$ cat src/rtl/uart_rx_framer_if.sv
// Receive-side bus of the UART framer: tick/line inputs plus byte handshake and status.
// Latency: none, wires only.
// Backpressure: dataValid/dataAck handshake; an unacked byte is overwritten and overrun is flagged.
interface uart_rx_framer_if #(
    parameter int DATA_BITS = 8
);
    logic                 sampleTick;
    logic                 serialIn;
    logic [DATA_BITS-1:0] dataOut;
    logic                 dataValid;
    logic                 dataAck;
    logic                 framingErr;
    logic                 overrun;
    logic                 busy;

    // Stimulus/consumer side drives the line, the tick and the ack.
    modport master (
        output sampleTick, serialIn, dataAck,
        input  dataOut, dataValid, framingErr, overrun, busy
    );

    // Framer side.
    modport slave (
        input  sampleTick, serialIn, dataAck,
        output dataOut, dataValid, framingErr, overrun, busy
    );
endinterface

$ cat src/rtl/uart_rx_framer.sv
// UART receive framer: synchronise line, find start bit, sample mid-bit, assemble LSB-first, check stop.
// Latency: OVERSAMPLE/2 + OVERSAMPLE*(DATA_BITS+1) ticks after start detection, plus SYNC_STAGES clks.
// Backpressure: none upstream; an unacked byte is overwritten on delivery and overrun is set.
module uart_rx_framer #(
    parameter int DATA_BITS   = 8,
    parameter int OVERSAMPLE  = 16,
    parameter int SYNC_STAGES = 2
) (
    input  logic            clk,
    input  logic            reset_n,
    uart_rx_framer_if.slave rx
);
    localparam int TW = $clog2(OVERSAMPLE);
    localparam int BW = (DATA_BITS > 1) ? $clog2(DATA_BITS) : 1;

    localparam logic [TW-1:0] TICK_LAST = TW'(OVERSAMPLE - 1);
    localparam logic [TW-1:0] TICK_MID  = TW'(OVERSAMPLE / 2 - 1);
    localparam logic [BW-1:0] BIT_LAST  = BW'(DATA_BITS - 1);

    typedef enum logic [1:0] {IDLE, START, DATA, STOP} state_t;

    state_t                 state;
    logic [TW-1:0]          tick_cnt;
    logic [BW-1:0]          bit_idx;
    logic [DATA_BITS-1:0]   shreg;
    logic [SYNC_STAGES-1:0] sync_q;
    logic                   rxs;

    logic [DATA_BITS-1:0]   data_q;
    logic                   valid_q;
    logic                   ferr_q;
    logic                   ovr_q;
    logic                   busy_q;

    assign rxs           = sync_q[SYNC_STAGES-1];
    assign rx.dataOut    = data_q;
    assign rx.dataValid  = valid_q;
    assign rx.framingErr = ferr_q;
    assign rx.overrun    = ovr_q;
    assign rx.busy       = busy_q;

    // Line synchroniser; preset high so reset looks like an idle line.
    always_ff @(posedge clk or negedge reset_n) begin
        if (!reset_n) begin
            sync_q <= '1;
        end else begin
            sync_q <= {sync_q[SYNC_STAGES-2:0], rx.serialIn};
        end
    end

    // Frame FSM with registered outputs; delivery assignments come last so a new byte beats a same-clk ack.
    always_ff @(posedge clk or negedge reset_n) begin
        if (!reset_n) begin
            state    <= IDLE;
            tick_cnt <= '0;
            bit_idx  <= '0;
            shreg    <= '0;
            data_q   <= '0;
            valid_q  <= 1'b0;
            ferr_q   <= 1'b0;
            ovr_q    <= 1'b0;
            busy_q   <= 1'b0;
        end else begin
            if (valid_q && rx.dataAck) begin
                valid_q <= 1'b0;
                ovr_q   <= 1'b0;
            end
            if (rx.sampleTick) begin
                case (state)
                    IDLE: begin
                        if (!rxs) begin
                            state    <= START;
                            tick_cnt <= '0;
                            busy_q   <= 1'b1;
                        end
                    end
                    START: begin
                        if (tick_cnt == TICK_MID) begin
                            if (rxs) begin
                                // Glitch, not a start bit.
                                state  <= IDLE;
                                busy_q <= 1'b0;
                            end else begin
                                state    <= DATA;
                                tick_cnt <= '0;
                                bit_idx  <= '0;
                            end
                        end else begin
                            tick_cnt <= tick_cnt + 1'b1;
                        end
                    end
                    DATA: begin
                        if (tick_cnt == TICK_LAST) begin
                            tick_cnt <= '0;
                            shreg    <= {rxs, shreg[DATA_BITS-1:1]};
                            bit_idx  <= bit_idx + 1'b1;
                            if (bit_idx == BIT_LAST) begin
                                state <= STOP;
                            end
                        end else begin
                            tick_cnt <= tick_cnt + 1'b1;
                        end
                    end
                    STOP: begin
                        if (tick_cnt == TICK_LAST) begin
                            state    <= IDLE;
                            tick_cnt <= '0;
                            busy_q   <= 1'b0;
                            data_q   <= shreg;
                            valid_q  <= 1'b1;
                            ferr_q   <= ~rxs;
                            if (valid_q && !rx.dataAck) begin
                                ovr_q <= 1'b1;
                            end
                        end else begin
                            tick_cnt <= tick_cnt + 1'b1;
                        end
                    end
                    default: begin
                        state  <= IDLE;
                        busy_q <= 1'b0;
                    end
                endcase
            end
        end
    end
endmodule
$ cat src/flat_wrapper.sv
// flat-port wrapper written by rule: the top's interface ports become plain ports
module uart_rx_framer_flat 
#(
    parameter int DATA_BITS   = 8,
    parameter int OVERSAMPLE  = 16,
    parameter int SYNC_STAGES = 2
)
  (clk, reset_n, rx_sampleTick, rx_serialIn, rx_dataAck, rx_dataOut, rx_dataValid, rx_framingErr, rx_overrun, rx_busy);
  uart_rx_framer_if #(.DATA_BITS(DATA_BITS)) rx_i ();
  input  logic clk;
  input  logic reset_n;
  input wire logic [$bits(rx_i.sampleTick)-1:0] rx_sampleTick;
  input wire logic [$bits(rx_i.serialIn)-1:0] rx_serialIn;
  input wire logic [$bits(rx_i.dataAck)-1:0] rx_dataAck;
  output wire logic [$bits(rx_i.dataOut)-1:0] rx_dataOut;
  output wire logic [$bits(rx_i.dataValid)-1:0] rx_dataValid;
  output wire logic [$bits(rx_i.framingErr)-1:0] rx_framingErr;
  output wire logic [$bits(rx_i.overrun)-1:0] rx_overrun;
  output wire logic [$bits(rx_i.busy)-1:0] rx_busy;
  assign rx_i.sampleTick = rx_sampleTick;
  assign rx_i.serialIn = rx_serialIn;
  assign rx_i.dataAck = rx_dataAck;
  assign rx_dataOut = rx_i.dataOut;
  assign rx_dataValid = rx_i.dataValid;
  assign rx_framingErr = rx_i.framingErr;
  assign rx_overrun = rx_i.overrun;
  assign rx_busy = rx_i.busy;
  uart_rx_framer #(.DATA_BITS(DATA_BITS), .OVERSAMPLE(OVERSAMPLE), .SYNC_STAGES(SYNC_STAGES)) u_core (.clk(clk), .reset_n(reset_n), .rx(rx_i));
endmodule
$ cat config.mk
export PLATFORM = sky130hd
export DESIGN_NAME = uart_rx_framer_flat
export DESIGN_NICKNAME = d
export VERILOG_FILES = /design/src/rtl/uart_rx_framer_if.sv /design/src/rtl/uart_rx_framer.sv /design/src/flat_wrapper.sv
export SDC_FILE = /design/constraint.sdc
export NUM_CORES = 1
export LEC_CHECK = 0
export BUFFER_PORTS_ARGS = -buffer_cell sky130_fd_sc_hd__buf_2
export CORE_ASPECT_RATIO = 1.2
export CORE_UTILIZATION = 49
export DETAILED_ROUTE_END_ITERATION = 6
export PLACE_DENSITY = 0.69
export SLEW_MARGIN = 10
export SYNTH_ARGS = -nofsm -noshare
export SYNTH_HDL_FRONTEND = slang
export SYNTH_SLANG_ARGS = --single-unit
$ cat constraint.sdc
create_clock -name clk -period 3.4 [get_ports clk]
set_input_delay 0.34 -clock clk [delete_from_list [all_inputs] [get_ports clk]]
set_output_delay 0.34 -clock clk [all_outputs]
set_load 0.05 [all_outputs]
After elaboration in Yosys (flattened, before gate mapping)
Index checks and enable logic that the tools add are counted. Widths: inputs -> output; s select.

Register bits after elaboration: 31. Bits of input ports: 5.

Bitwise operators: 1. Add/sub/neg operators: 2. Reduce and logical (&&, ||, !) cells: 12. Equal/unequal tests: 13. Muxes and demuxes: 29.

Operator list (number): $mux 1 (13); $mux 2 (6); $mux 4 (3); $pmux 4 s3 (1); $reduce_and 6->1 (2); $ne 2x1->1 const B (5); $mux 3 (3); $pmux 2 s4 (1); $pmux 3 s2 (1); $reduce_and 3->1 (2); $reduce_and 5->1 (1); $add 4x1->4 const B (1); $eq 2x2->1 const B (2); $eq 4x3->1 const B (1); $eq 4x4->1 const B (1); $ne 2x2->1 const B (2); $add 3x1->3 const B (1); $eq 3x3->1 const B (1); $pmux 1 s3 (1); $reduce_bool 3->1 (1); $eq 2x1->1 const B (1); $logic_and 1x1->1 (2); $logic_not 2->1 (1); $reduce_bool 2->1 (1); 3 further kinds (3).

Longest topological paths before layout
Gate-level depths: netlist of run 1.

Depth in word-level cells: 6. Gate-level depth with buffers: 6.

Least setup slack after synthesis of run 1
Ideal clock, no wire load.

Path type: register to register. Start: reg u_core.tick_cnt[0]. End: reg u_core.shreg[1]. Cell stages (with the launch flop): 6. Clock period less this slack: 1.605 ns. Path buffers: 1. Path slack: 1.795 ns. Arrival time: 1.480 ns. Required time: 3.275 ns. Path through: dfrtp_1 -> ha_1 -> nand2_1 -> nor3_1 -> buf_4 -> mux2_2.

Cells in the longest elaborated chain, start to end: 2.

RTL lines: start, declared (RTL line uart_rx_framer.sv:23) `logic [TW-1:0] tick_cnt;`; start signal, assigned (RTL line uart_rx_framer.sv:89) `tick_cnt <= tick_cnt + 1'b1;`; start signal, assigned (RTL line uart_rx_framer.sv:101) `tick_cnt <= tick_cnt + 1'b1;`; start signal, assigned (RTL line uart_rx_framer.sv:116) `tick_cnt <= tick_cnt + 1'b1;`; $eq 4x4->1 (RTL line uart_rx_framer.sv:93) `if (tick_cnt == TICK_LAST) begin`; $reduce_and 3->1 (no line); end signal, assigned (RTL line uart_rx_framer.sv:95) `shreg <= {rxs, shreg[DATA_BITS-1:1]};`; end, declared (RTL line uart_rx_framer.sv:25) `logic [DATA_BITS-1:0] shreg;`.

Every way passes these cells. A chain may end at the register's enable or synchronous reset.

Worst setup path after layout of run 1
Start: reg u_core.tick_cnt[0]. End: reg u_core.data_q[3] (netlist: u_core.rx.dataOut[3]).

Cells in the longest elaborated chain, start to end: 2.

RTL lines: $eq 4x4->1 (RTL line uart_rx_framer.sv:105) `if (tick_cnt == TICK_LAST) begin`; $reduce_and 3->1 (no line); end signal, assigned (RTL line uart_rx_framer.sv:109) `data_q <= shreg;`; end, declared (RTL line uart_rx_framer.sv:29) `logic [DATA_BITS-1:0] data_q;`.

Every way passes these cells.

==> metrics.cfg, run 1 <==
[setup_path]
worst-r2r-cell-count=4
worstPathArrival_ns=1.88
endpoint_kind=register
r2r_end=u_core.rx.dataOut[3]
r2r_start=u_core.tick_cnt[0]
cp-start-kind=register
worstSetupPathType=reg -> reg
critical_path_required_ns=3.63
crit_fanout=11
rrSetupSlack_ns=1.74

[sta]
rsz0062_at_grt=no
hold_viol_final=0
relSlewSlack=0.564
tightest_slew_ns=0.654
fin_tns_setup_ns=0
fmax_mhz=604
fin_crit_ns=1.66
fin_crit_sh=0.487
setup_viol_count_final=0
slew_viol_final=0
skew_ns=0.0111

[drt]
wire_per_inst_um=13.6
vias_per_cell=5.42
drtPass1Iterations=5
drcViolationCount=0
drt_iter0_drc=16
dr_total_vias=857
ant_nets=0
wl_um=2150

[synthesis]
synth_seq_area_share=0.576
ys_dominant_reg_cell=dfrtp_1
ys_seq_elements=31
synth_cell_types=29
syn_area_um2=1350
synthCells=105
synth_edf_count=0
yosysWarnings=0
postSynth.asyncResetShare=1.00
syn_area_per_cell_um2=12.9
synth_nets=113

[cts]
clk_latency_ns=0.34
clkSlewWorstSetupHoldPaths_ns=0.10
ctsRootBufferMaster=clkbuf_4
clock-sinks=31
cts_hold_buffers=0
clockBufferDepth=2
htreeDepth=2
cts.repair.resized=0
cts_buffers=5
tritoncts=built
postCtsSetupRepairBufs=0

[grt]
grt_pass1_wl_um=3620
antenna_found_initial=0
grt_max_degree=32
grt_pass1_vias=825
grt.total_usage=0.174
grt.overflow.total=0

[finish]
layout_commonest_cell=dfrtp_1
n_antenna_cell=0
synthToLayoutAreaGrowth_pct=13.2
drive_above_1_share=0.368
final_cell_mix=29 x dfrtp_1, 16 x buf_2, 10 x mux2_2, 7 x mux2_4, 7 x nor2_1
fin_nets=132
final_area_um2=1530

[power]
finalPower_uw=1020
leakagePower_uw=0.000796
peakVddDrop_mv=0.476
p_per_area_nw_per_um2=666

[floorplanning]
ios=17
floorplan.initialDensity=0.524
core-area_um2=2580
rows=20
die_x_um=49.9
die_h_um=59.5
die_area_um2=2970

[run_status]
status=finished clean

[place]
place_hpwl_um=1470
gp_congestion=0.837
placed_cell_area_um2=1440
io_buffers=16

[worst_hold_path]
hold_class=in -> async

[run]
max_cap_violations=0

-- how the worst max path moves through the flow --
stage	from	to	slack [ns]
floorplan	u_core.tick_cnt[0]	u_core.shreg[1]	1.79
detailed placement	u_core.tick_cnt[0]	u_core.rx.dataOut[3]	1.76
global route	u_core.tick_cnt[0]	u_core.bit_idx[0]	1.61
CTS	u_core.tick_cnt[0]	u_core.rx.dataOut[5]	1.75
global placement	u_core.tick_cnt[0]	u_core.rx.dataOut[3]	1.80
finish	u_core.tick_cnt[0]	u_core.rx.dataOut[3]	1.74
-- registers in the layout, summed over array words and instances (netlist names), named ones only --
| register | cells |
|---|---|
| u_core.rx.dataValid | 1 |
| u_core.rx.busy | 1 |
| u_core.bit_idx | 3 |
| u_core.rx.dataOut | 8 |
| u_core.sync_q | 2 |
| u_core.shreg | 8 |
| u_core.tick_cnt | 4 |
| u_core.rx.framingErr | 1 |
| u_core.state | 1 |
-- worst max-delay path, stage by stage, from the launching register on --
cell     delay [ns]
dfrtp_1        0.40
ha_1           0.23
nand2_1        0.11
or3_4          0.48
mux2_4         0.32
-- where the power goes --
| group | leakage [uW] | switching (uW) | internal (uW) |
|---|---|---|---|
| Clock | 0.0000482 | 125 | 174 |
| Sequential | 0.000406 | 73.1 | 420 |
| Combinational | 0.000342 | 137 | 89.9 |
-- metal layers --
| layer | vias up | GRT usage | share of wire |
|---|---|---|---|
| met5 | - | 0 | 0 |
| met4 | 0 | 0.0857 | 0.019 |
| met3 | 5 | 0.0846 | 0.051 |
| met2 | 19 | 0.259 | 0.45 |
| met1 | 419 | 0.212 | 0.48 |
| li1 | 414 | - | - |
-- cell families after synthesis --
kind of cell,Yosys count,synth area share
muxes,17,0.161
AOI/OAI and AO/OA,23,0.111
buffers and inverters,11,0.0435
and+or+nand+nor,18,0.0676
xor gates and xnor gates,2,0.0130
adders and majority gates,3,0.0278
DFF,31,0.576
-- per-stage QoR --
step                      hold slack (ns)  setup slack (ns)  std cells  utilization
after floorplan                    0.0444              1.79        105            -
after global placement              0.347              1.80        150        0.560
after detailed placement            0.348              1.76        150        0.560
after CTS                          0.0349              1.75        158        0.594
after global routing               0.0576              1.61        158        0.594
final                              0.0155              1.74        158        0.594
-- Yosys cell counts, drive strengths merged, types with 2 or more instances --
cell type | number | area, um^2
dfstp | 2 | 52.6
a31oi | 2 | 12.5
dfrtp | 29 | 726
nand2 | 4 | 15.0
nor2 | 7 | 26.3
nand3 | 2 | 15.0
ha | 3 | 37.5
a21oi | 5 | 25.0
xnor2 | 2 | 17.5
buf | 5 | 36.3
o21ai | 6 | 30.0
a22o | 4 | 35.0
inv | 6 | 22.5
mux2 | 17 | 218
-- cell type report --
type | count | area, um^2
multi-input cells | 63 | 514
flip-flops and latches | 31 | 778
well taps | 33 | 41.3
clock inverters | 2 | 35.0
fillers | 201 | 1050
clock buffers | 6 | 51.3
repair buffers | 17 | 87.6
inverters | 6 | 22.5
Power figures use the tool's default switching activity.
==> run 2: changes to the inputs <==
--- a/config.mk
+++ b/config.mk
@@ -9,7 +9,7 @@
 export CORE_ASPECT_RATIO = 1.2
 export CORE_UTILIZATION = 49
 export DETAILED_ROUTE_END_ITERATION = 6
-export PLACE_DENSITY = 0.69
+export PLACE_DENSITY = 0.72
 export SLEW_MARGIN = 10
 export SYNTH_ARGS = -nofsm -noshare
 export SYNTH_HDL_FRONTEND = slang
==> constraint.sdc (replaced) <==
create_clock -name clk -period 1.4 [get_ports clk]
set_input_delay 0.14 -clock clk [delete_from_list [all_inputs] [get_ports clk]]
set_output_delay 0.14 -clock clk [all_outputs]
set_load 0.05 [all_outputs]
==> run 2 against run 1 <==
The run now ends with negative setup slack left. Clock power grew 61%. Via count increased by 11%. Non-clock buffer count increased by 16. Sequential power grew 130%. Setup slack got worse by 1.9 ns. First-iteration DRC count up 6.3%. Register-to-register slack worse by 1.9 ns. Final cell count is 11% higher.
==> metrics.cfg, run 2 (same netlist as run 1, synthesis figures left out) <==
[finish]
layout_commonest_cell=dfrtp_1  ; unchanged
multi_input_area_um2=588  ; was 514 um^2
n_antenna_cell=0  ; unchanged
synthToLayoutAreaGrowth_pct=25.7  ; was 13.2%
fin_nets=149  ; was 132
fillers=207  ; was 201
layout.area.seq_um2=778  ; unchanged
drive_above_1_share=0.479  ; was 0.368
final_cell_mix=29 x dfrtp_1, 16 x buf_2, 13 x buf_4, 9 x mux2_2, 8 x mux2_4  ; was 29 x dfrtp_1, 16 x buf_2, 10 x mux2_2, 7 x mux2_4, 7 x nor2_1

[drt]
wl_met2_um=1410  ; was 977 um
drt-met1-wl_um=1190  ; was 1030 um
drcViolationCount=0  ; unchanged
dr.max_layer_used=met4  ; unchanged
wl_met3_um=114  ; was 109 um
drtPass1Iterations=4  ; was 5
ant_nets=0  ; unchanged
vias_per_cell=5.41  ; was 5.42
drt_iter0_drc=17  ; was 16
wire_per_inst_um=15.9  ; was 13.6 um
dr_total_vias=947  ; was 857
wl_um=2780  ; was 2150 um

[place]
gp_congestion=0.836  ; was 0.837
place_hpwl_um=1810  ; was 1470 um
io_buffers=16  ; unchanged

[worst_hold_path]
hold_class=in -> reg  ; was in -> async
holdPathStages=3
min-delay-start=rx_sampleTick
holdPathEnd=u_core.state[0]

[grt]
grt_pass1_wl_um=4460  ; was 3620 um
grt_max_degree=32  ; unchanged
grt.total_usage=0.216  ; was 0.174
grt_pass1_vias=983  ; was 825
grt.overflow.total=0  ; unchanged
antenna_found_initial=0  ; unchanged

[sta]
slew_viol_final=0  ; unchanged
setup_viol_count_final=17  ; was 0
fmax_mhz=662  ; was 604 MHz
fin_crit_sh=1.08  ; was 0.487
hold_viol_final=0  ; unchanged
holdWs_ns=0.198  ; was 0.0155 ns
rsz0062_at_grt=yes  ; was no
skew_ns=0.00439  ; was 0.0111 ns
relSlewSlack=0.548  ; was 0.564
fin_tns_setup_ns=-1.40  ; was 0 ns
fin_crit_ns=1.51  ; was 1.66 ns
tightest_slew_ns=0.677  ; was 0.654 ns
finalWorstSetupSlack_ns=-0.111  ; was 1.74 ns

[floorplanning]
die_x_um=49.9  ; unchanged
floorplan.initialDensity=0.524  ; unchanged
die_h_um=59.5  ; unchanged
core-area_um2=2580  ; unchanged
rows=20  ; unchanged
die_area_um2=2970  ; unchanged
ios=17  ; unchanged

[run]
max_cap_violations=0  ; unchanged

[run_status]
violations=negative setup slack
status=finished, violations left  ; was finished clean

[cts]
cts_buffers=5  ; unchanged
ctsRootBufferMaster=clkbuf_4  ; unchanged
tritoncts=built  ; unchanged
htreeDepth=2  ; unchanged
clock-sinks=31  ; unchanged
clk_latency_ns=0.33  ; was 0.34 ns
clkSlewWorstSetupHoldPaths_ns=0.09  ; was 0.10 ns
clockBufferDepth=2  ; unchanged

[setup_path]
cp-start-kind=register  ; unchanged
crit_start=u_core.tick_cnt[0]  ; unchanged
critical_path_required_ns=1.62  ; was 3.63 ns
crit_fanout=6  ; was 11
r2r_end=u_core.rx.dataOut[7]  ; was u_core.rx.dataOut[3]
worstSetupPathType=reg -> reg  ; unchanged
worstPathArrival_ns=1.73  ; was 1.88 ns
rrSetupSlack_ns=-0.11  ; was 1.74 ns
worst-r2r-cell-count=4  ; unchanged
r2r_start=u_core.tick_cnt[0]  ; unchanged
endpoint_kind=register  ; unchanged

[power]
clock_power_share=0.185  ; was 0.293
p_sw_frac=0.367  ; was 0.328
p_per_area_nw_per_um2=1530  ; was 666 nW/um^2
leakagePower_uw=0.000869  ; was 0.000796 uW
intPower_uw=1650  ; was 684 uW
peakVddDrop_mv=1.07  ; was 0.476 mV
share_comb_of_total_power=0.377  ; was 0.222
p_switching_uw=956  ; was 335 uW
pwr-share-seq=0.437  ; was 0.485

## run 2: cell count changes in the layout (fill, tap and decap cells not counted), sizes merged
cell	before	now
clkbuf	6	7
bufinv	1	0
buf	17	30
or3	1	2
dlygate4sd3	0	3
## run 2: cell type report
type                       count  share of cell area
inverter                       6              0.0133
multi-input combinational     64               0.346
tap                           33              0.0243
clock buffer                   7              0.0265
timing repair buffer          33               0.129
clock inverter                 1             0.00295
sequential                    31               0.458
## run 2: how the worst max path moves through the flow
stage                            to  cells past startpoint
2_1_floorplan  u_core.rx.dataOut[0]                      5
3_3_place_gp   u_core.rx.dataOut[5]                      4
3_5_place_dp   u_core.rx.dataOut[7]                      4
4_1_cts        u_core.rx.dataOut[7]                      4
5_1_grt        u_core.rx.dataOut[7]                      4
6_report       u_core.rx.dataOut[7]                      4
## run 2: critical path: stages (launching register included)
cell and delay, ns:
dfrtp_1 0.40, ha_4 0.17, nand2_4 0.06, or3_4 0.44, mux2_4 0.32
## run 2: timing repair
item / 4_1_cts / 5_1_grt
endpoints found under the hold margin: 32 / 0
endpoints found under the setup margin: 22 / 26
resized for setup: 11 / 3
buffers inserted: 2 / 0
hold buffers: 3 / 0
gates cloned: 1 / 0
pin swaps: 6 / 6
## run 2: power groups by stage
stage               combinational (uW)  clock, uW  sequential, uW
floorplan                          471          0            1220
global placement                   780          0            1140
detailed placement                 832          0            1150
CTS                                974        497            1140
global route                      1060        537            1150
finish                             983        482            1140
## run 2: layer usage
layer  track usage  vias up
met4         0.127        0
li1              -      446
met5             0        -
met3        0.0821        7
met2         0.359       22
met1         0.236      472
## run 2: metrics by stage
| step | power, uW | util | setup WS, ns | std cells | instance area (um^2) |
|---|---|---|---|---|---|
| 2_1_floorplan | 1690 | - | -0.149 | 105 | 1380 |
| 3_3_place_gp | 1920 | 0.603 | -0.0960 | 162 | 1550 |
| 3_5_place_dp | 1980 | 0.603 | -0.140 | 162 | 1550 |
| 4_1_cts | 2610 | 0.659 | -0.130 | 176 | 1700 |
| 5_1_grt | 2740 | 0.659 | -0.159 | 175 | 1700 |
| 6_report | 2600 | 0.659 | -0.111 | 175 | 1700 |
